**config.mk**
```make
export PLATFORM = sky130hd
export DESIGN_NAME = reg_xfer_ctrl_flat
export DESIGN_NICKNAME = d
export VERILOG_FILES = /design/src/rtl/reg_xfer_ctrl_if.sv /design/src/rtl/reg_xfer_ctrl.sv /design/src/flat_wrapper.sv
export SDC_FILE = /design/constraint.sdc
export NUM_CORES = 1
export LEC_CHECK = 0
export CORE_AREA = 10 10 91 93
export DETAILED_ROUTE_END_ITERATION = 8
export DIE_AREA = 0 0 101 103
export PLACE_DENSITY = 0.76
export REMOVE_ABC_BUFFERS = 1
export SETUP_SLACK_MARGIN = 0.05
export SLEW_MARGIN = 20
export SYNTH_ARGS = -nofsm -noshare
export SYNTH_HDL_FRONTEND = slang
export SYNTH_SLANG_ARGS = --single-unit
export TNS_END_PERCENT = 100
```
**constraint.sdc**
```tcl
create_clock -name clk50M_i -period 2.15 [get_ports clk50M_i]
set_input_delay 0.43 -clock clk50M_i [delete_from_list [all_inputs] [get_ports clk50M_i]]
set_output_delay 0.43 -clock clk50M_i [all_outputs]
set_load 0.01 [all_outputs]
```
**src/rtl/reg_xfer_ctrl_if.sv**
```systemverilog
// Command handshake and register-bank bus bundle for reg_xfer_ctrl.
// The slave modport is the sequencer itself; the master modport is the
// requester plus the register bank that shares the internal bus.
interface reg_xfer_ctrl_if #(
  parameter int DW = 8
) ();

  logic          cmd_valid_i;
  logic          cmd_ready_o;
  logic [1:0]    cmd_op_i;
  logic [2:0]    cmd_src_i;
  logic [2:0]    cmd_dst_i;
  logic [DW-1:0] ext_data_i;
  logic [DW-1:0] ext_data_o;
  logic          done_o;
  logic          err_o;
  logic [7:0]    reg_rd_o;
  logic [7:0]    reg_wr_o;
  logic [DW-1:0] bus_i;
  logic [DW-1:0] bus_o;
  logic          bus_oe_o;

  modport master (
    output cmd_valid_i, cmd_op_i, cmd_src_i, cmd_dst_i, ext_data_i, bus_i,
    input  cmd_ready_o, ext_data_o, done_o, err_o,
           reg_rd_o, reg_wr_o, bus_o, bus_oe_o
  );

  modport slave (
    input  cmd_valid_i, cmd_op_i, cmd_src_i, cmd_dst_i, ext_data_i, bus_i,
    output cmd_ready_o, ext_data_o, done_o, err_o,
           reg_rd_o, reg_wr_o, bus_o, bus_oe_o
  );

endinterface

```
**src/rtl/reg_xfer_ctrl.sv**
```systemverilog
// Register-transfer sequencer for the 8080 general-register bank.
// Runs MOV / LOAD / STORE / SWAP as a short sequence of one-hot read and
// write strobes, moving data through two private temp registers. Every
// output is registered and follows the state, so read strobes and the
// bus drive can never overlap within a cycle.
module reg_xfer_ctrl #(
  parameter int         DW     = 8,
  parameter logic [2:0] M_CODE = 3'd6
) (
  input logic             clk50M_i,
  input logic             rst_ni,
  reg_xfer_ctrl_if.slave  xfer
);

  typedef enum logic [2:0] {
    IDLE,
    RD0,
    RD1,
    WR0,
    WR1,
    ERR
  } state_t;

  typedef enum logic [1:0] {
    OP_MOV   = 2'b00,
    OP_LOAD  = 2'b01,
    OP_STORE = 2'b10,
    OP_SWAP  = 2'b11
  } op_t;

  state_t        state;
  op_t           op_q;
  logic [2:0]    src_q;
  logic [2:0]    dst_q;
  logic [DW-1:0] tmp0;
  logic [DW-1:0] tmp1;

  logic          ready_q;
  logic          done_q;
  logic          err_q;
  logic [7:0]    rd_q;
  logic [7:0]    wr_q;
  logic          oe_q;
  logic [DW-1:0] bus_q;
  logic [DW-1:0] ext_q;

  op_t  op_in;
  logic src_is_m;
  logic dst_is_m;
  logic reject;

  function automatic logic [7:0] onehot(input logic [2:0] code);
    return 8'h01 << code;
  endfunction

  // A code is only rejected where the operation actually uses it: LOAD never
  // reads a source register and STORE never writes a destination register.
  always_comb begin
    op_in    = op_t'(xfer.cmd_op_i);
    src_is_m = (xfer.cmd_src_i == M_CODE);
    dst_is_m = (xfer.cmd_dst_i == M_CODE);
    reject   = 1'b0;
    unique case (op_in)
      OP_MOV:   reject = src_is_m || dst_is_m;
      OP_LOAD:  reject = dst_is_m;
      OP_STORE: reject = src_is_m;
      OP_SWAP:  reject = src_is_m || dst_is_m;
      default:  reject = 1'b0;
    endcase
  end

  // Sequencer: state, latched command, temps and every registered output.
  // Outputs for a state are loaded on the edge that enters it; when a temp
  // is captured on the same edge that starts driving it, bus_i is forwarded.
  always_ff @(posedge clk50M_i or negedge rst_ni) begin
    if (!rst_ni) begin
      state   <= IDLE;
      op_q    <= OP_MOV;
      src_q   <= '0;
      dst_q   <= '0;
      tmp0    <= '0;
      tmp1    <= '0;
      ready_q <= 1'b1;
      done_q  <= 1'b0;
      err_q   <= 1'b0;
      rd_q    <= '0;
      wr_q    <= '0;
      oe_q    <= 1'b0;
      bus_q   <= '0;
      ext_q   <= '0;
    end else begin
      done_q <= 1'b0;
      err_q  <= 1'b0;
      rd_q   <= '0;
      wr_q   <= '0;
      oe_q   <= 1'b0;
      unique case (state)
        IDLE: begin
          if (xfer.cmd_valid_i) begin
            op_q    <= op_in;
            src_q   <= xfer.cmd_src_i;
            dst_q   <= xfer.cmd_dst_i;
            ready_q <= 1'b0;
            if (reject) begin
              err_q <= 1'b1;
              state <= ERR;
            end else if (op_in == OP_LOAD) begin
              tmp0   <= xfer.ext_data_i;
              bus_q  <= xfer.ext_data_i;
              oe_q   <= 1'b1;
              wr_q   <= onehot(xfer.cmd_dst_i);
              done_q <= 1'b1;
              state  <= WR0;
            end else begin
              rd_q  <= onehot(xfer.cmd_src_i);
              state <= RD0;
            end
          end
        end
        RD0: begin
          tmp0 <= xfer.bus_i;
          unique case (op_q)
            OP_SWAP: begin
              rd_q  <= onehot(dst_q);
              state <= RD1;
            end
            OP_STORE: begin
              ext_q  <= xfer.bus_i;
              done_q <= 1'b1;
              state  <= WR0;
            end
            default: begin
              bus_q  <= xfer.bus_i;
              oe_q   <= 1'b1;
              wr_q   <= onehot(dst_q);
              done_q <= 1'b1;
              state  <= WR0;
            end
          endcase
        end
        RD1: begin
          tmp1  <= xfer.bus_i;
          bus_q <= tmp0;
          oe_q  <= 1'b1;
          wr_q  <= onehot(dst_q);
          state <= WR0;
        end
        WR0: begin
          if (op_q == OP_SWAP) begin
            bus_q  <= tmp1;
            oe_q   <= 1'b1;
            wr_q   <= onehot(src_q);
            done_q <= 1'b1;
            state  <= WR1;
          end else begin
            ready_q <= 1'b1;
            state   <= IDLE;
          end
        end
        WR1: begin
          ready_q <= 1'b1;
          state   <= IDLE;
        end
        ERR: begin
          ready_q <= 1'b1;
          state   <= IDLE;
        end
        default: begin
          ready_q <= 1'b1;
          state   <= IDLE;
        end
      endcase
    end
  end

  assign xfer.cmd_ready_o = ready_q;
  assign xfer.done_o      = done_q;
  assign xfer.err_o       = err_q;
  assign xfer.reg_rd_o    = rd_q;
  assign xfer.reg_wr_o    = wr_q;
  assign xfer.bus_oe_o    = oe_q;
  assign xfer.bus_o       = bus_q;
  assign xfer.ext_data_o  = ext_q;

endmodule

```
**src/flat_wrapper.sv**
```systemverilog
// flat-port wrapper written by rule: the top's interface ports become plain ports
module reg_xfer_ctrl_flat 
#(
  parameter int         DW     = 8,
  parameter logic [2:0] M_CODE = 3'd6
)
  (clk50M_i, rst_ni, xfer_cmd_valid_i, xfer_cmd_op_i, xfer_cmd_src_i, xfer_cmd_dst_i, xfer_ext_data_i, xfer_bus_i, xfer_cmd_ready_o, xfer_ext_data_o, xfer_done_o, xfer_err_o, xfer_reg_rd_o, xfer_reg_wr_o, xfer_bus_o, xfer_bus_oe_o);
  reg_xfer_ctrl_if #(.DW(DW)) xfer_i ();
  input logic clk50M_i;
  input logic rst_ni;
  input wire logic [$bits(xfer_i.cmd_valid_i)-1:0] xfer_cmd_valid_i;
  input wire logic [$bits(xfer_i.cmd_op_i)-1:0] xfer_cmd_op_i;
  input wire logic [$bits(xfer_i.cmd_src_i)-1:0] xfer_cmd_src_i;
  input wire logic [$bits(xfer_i.cmd_dst_i)-1:0] xfer_cmd_dst_i;
  input wire logic [$bits(xfer_i.ext_data_i)-1:0] xfer_ext_data_i;
  input wire logic [$bits(xfer_i.bus_i)-1:0] xfer_bus_i;
  output wire logic [$bits(xfer_i.cmd_ready_o)-1:0] xfer_cmd_ready_o;
  output wire logic [$bits(xfer_i.ext_data_o)-1:0] xfer_ext_data_o;
  output wire logic [$bits(xfer_i.done_o)-1:0] xfer_done_o;
  output wire logic [$bits(xfer_i.err_o)-1:0] xfer_err_o;
  output wire logic [$bits(xfer_i.reg_rd_o)-1:0] xfer_reg_rd_o;
  output wire logic [$bits(xfer_i.reg_wr_o)-1:0] xfer_reg_wr_o;
  output wire logic [$bits(xfer_i.bus_o)-1:0] xfer_bus_o;
  output wire logic [$bits(xfer_i.bus_oe_o)-1:0] xfer_bus_oe_o;
  assign xfer_i.cmd_valid_i = xfer_cmd_valid_i;
  assign xfer_i.cmd_op_i = xfer_cmd_op_i;
  assign xfer_i.cmd_src_i = xfer_cmd_src_i;
  assign xfer_i.cmd_dst_i = xfer_cmd_dst_i;
  assign xfer_i.ext_data_i = xfer_ext_data_i;
  assign xfer_i.bus_i = xfer_bus_i;
  assign xfer_cmd_ready_o = xfer_i.cmd_ready_o;
  assign xfer_ext_data_o = xfer_i.ext_data_o;
  assign xfer_done_o = xfer_i.done_o;
  assign xfer_err_o = xfer_i.err_o;
  assign xfer_reg_rd_o = xfer_i.reg_rd_o;
  assign xfer_reg_wr_o = xfer_i.reg_wr_o;
  assign xfer_bus_o = xfer_i.bus_o;
  assign xfer_bus_oe_o = xfer_i.bus_oe_o;
  reg_xfer_ctrl #(.DW(DW), .M_CODE(M_CODE)) u_core (.clk50M_i(clk50M_i), .rst_ni(rst_ni), .xfer(xfer_i));
endmodule
```
==> results of run 1 <==
through the flow:
stage,instances,hold slack (ps)
finish,461,153
global route,461,212
CTS,460,170
detailed placement,445,492
global placement,445,484
floorplan,268,134
final cells by class:
class	instances	area, um^2	share of cell area [%]
repair buffers	98	900	21.0
well taps	80	100	2.34
clock buffers	11	151	3.54
clock inverters	4	45.0	1.05
multi-input cells	196	1470	34.4
inverters	9	33.8	0.790
flip-flops and latches	63	1580	36.9
placed cells by master, fill, tap and decap left out, types with 3 or more instances in the layout:
cell,count
inv_1,8
nand3_1,5
nor3_1,7
buf_4,34
clkdlybuf4s50_1,59
clkinv_2,3
o21ai_0,12
nor2_1,10
o211ai_1,4
clkbuf_8,11
mux2i_1,4
a22oi_1,6
dfrtp_1,62
or3_1,4
nor2b_1,4
o22ai_1,7
nand2_1,37
mux2_2,44
nand3b_1,3
a21oi_1,6
nand2b_1,4
worst max-delay path, cell delays in order, from the launching register on:
cell      delay (ps)
dfrtp_1          530
nand2_1          150
or3_1            410
or4b_2           640
o311ai_0         120
cells by family (layout without fill, tap and decap cells):
group / after synthesis / after routing / synth area share, %
AND/OR/NAND/NOR: 90 / 90 / 15.1
flip-flops: 63 / 63 / 50.1
AO/OA/AOI/OAI: 55 / 55 / 12.6
adder cells (fa/ha/maj): 3 / 3 / 1.19
multiplexers: 48 / 48 / 17.0
buffers and inverters: 25 / 122 / 4.01
path summary, 6_finish.rpt:
check,endpoint,startpoint,depth (start not counted)
min in group clk50M_i,u_core.tmp1[7]$_DFFE_PN0P_,u_core.tmp1[7]$_DFFE_PN0P_,1
max,u_core.xfer.reg_wr_o[4]$_DFF_PN0_,u_core.state[0]$_DFFE_PN0N_,4
min reg2reg,u_core.tmp1[7]$_DFFE_PN0P_,u_core.tmp1[7]$_DFFE_PN0P_,1
max reg2reg,u_core.xfer.reg_wr_o[4]$_DFF_PN0_,u_core.state[0]$_DFFE_PN0N_,4
max in group asynchronous,u_core.tmp1[4]$_DFFE_PN0P_,rst_ni,2
min,u_core.xfer.reg_wr_o[0]$_DFF_PN0_,rst_ni,1
per-layer routing:
layer  up-vias  global-route usage, %
met5         -                      0
met4         0                   4.61
met3         9                   5.43
met2        82                   25.7
met1      1264                   18.8
li1       1213                      -
where the power goes:
part           switching (mW)  internal [mW]  total [mW]
Combinational            1.20           1.56        2.75
Sequential              0.358           1.69        2.04
Clock                   0.439          0.586        1.03
flip-flops by register name, indices dropped and copies added, names as in the netlist:
signal                   count
u_core.xfer.bus_oe_o         1
u_core.xfer.bus_o            8
u_core.state                 3
u_core.tmp1                  8
u_core.dst_q                 3
u_core.xfer.done_o           1
u_core.op_q                  2
u_core.xfer.cmd_ready_o      1
u_core.xfer.reg_wr_o         8
u_core.xfer.ext_data_o       8
u_core.xfer.reg_rd_o         8
u_core.tmp0                  8
u_core.xfer.err_o            1
u_core.src_q                 3
what timing repair did:
action | 4_1_cts | 5_1_grt
buffers inserted | 0 | 1
endpoints found under the setup margin | 24 | 8
resized for setup | 8 | 0
pin swaps | 3 | 1
==> results.md, run 1 <==
- Status: finished clean
- Initial DRC count: about 110
- Ports: 63
- CTS Buf Count: 9
- DRT Pass-1 Iters: 5
- GRT overflow: 0
- Worst path required time: between 2000 and 2500 ps
- Routed wl met3: 614 um
- Synth area leaders: dfrtp_1, mux2_2, nand2_1, o21ai_0, a22oi_1
- Util after Layout: 65.1%
- Layout fillers: 517
- Routed WL per cell: around 17 um
- Unique cell type count in the Yosys netlist: 51
- Max H-tree Level: 3
- Mapped Cells: ~280
- Max Slew Vio Count: 0
- Design area: 4280 um^2
- Worst Tran Pin Value: 736 ps
- Pwr dens: roughly 1400 nW/um^2
- Clk_skew: between 7 and 8 ps
- Final setup violation count: 0
- Via Count: 2568
- Dpl ws: -539 ps
- Core footprint: roughly 6600 um^2
- CTS Root Cell: clkbuf_8
- Critical path class: flip-flop to flip-flop
- Die H: 103 um
- Metal2 WL: a little under 4 mm
- Reg-to-reg slack, setup: between 150 and 200 ps
- Count leader, synth: dfrtp_1
- Hold Buf Count CTS: 0
- Crit path launch type: flip-flop
- Area delta synth->final: 35.8%
- Fmax achieved: 510 MHz
- Die width: about 100 um
- Initial Util: a little under half
- Fin crit share: around 90%
- Peak VDD IR: just under 0.8 mV
- Worst slew margin: slightly above 50%
- Drt total wl: 7.82 mm
- Post-layout nets: 407
- Post-synth top flop: dfrtp_1
- Global placement routability congestion: roughly 0.89
- Yosys reg bits: between 60 and 70
- Setup TNS: 0 ps
- Clock Latency Late Sink: 340 ps
- Max Used Layer: met4
- Commonest cells in the netlist: dfrtp_1, mux2_2, nand2_1, o21ai_0, nor2_1
- ANT cells: 0
- TritonCTS clock tree: built
- Pwr Total: 5.83 mW
- Global-route wire length before repair: 13.1 mm
- Placed cell area: around 4100 um^2
- Post-DP HPWL: about 6.0 mm
- Tot GR Track Use: 15.6%
- Row count: 30
- Share of the synthesized area in the top cell type: about half
- Share of cells above drive strength 1: 28.6%
- RSZ-0062 raised after global routing: false
- Num Clock Sinks: between 60 and 70
- Fin crit period: roughly 2000 ps
- Syn Std Cell Area: around 3100 um^2
- Hold Vio Cnt, Final: 0
- Largest net degree at the start of global routing: 34
- CTS max path bufs: 2
- Clock-pin slew on the worst setup and hold paths: about 70 ps
- Residual DRC count: 0
- Hold Crit Class: input port to asynchronous set/reset pin
- CP Capture Type: flip-flop
- Max-cap viol count: 0
- EDFF count, synth: 0
- Register area share after synthesis: 50.1%
- FFs w/ async S/R, synth: 100%
- Crit path DAT: ~2200 ps
- Initial antenna violation count: 0
- Avg Cell Area, Syn: 11.1 um^2
- Crit-path max FO: 10
- Routed vias/inst: ~5.6
- Metal1 wirelength: around 3.3 mm
- Syn. warnings: 0
- Leak: between 1.5 and 2 nW
- Routed Antenna Nets: 0
- I/O Buffers: 62
- Vias in the first global route: between 2k and 3k
- Die Area: between 10000 and 15000 um^2
- Worst setup margin: about 190 ps
- Area leader, netlist: dfrtp_1
Power figures use the tool's default switching activity.
==> run 2, diff against run 1 <==
--- a/config.mk
+++ b/config.mk
@@ -6,6 +6,7 @@
 export NUM_CORES = 1
 export LEC_CHECK = 0
 export CORE_AREA = 10 10 91 93
+export CTS_CLUSTER_DIAMETER = 100
 export DETAILED_ROUTE_END_ITERATION = 8
 export DIE_AREA = 0 0 101 103
 export PLACE_DENSITY = 0.76
==> results of run 2 <==
No change in the layout: final DEF, timing and power equal those of run 1.
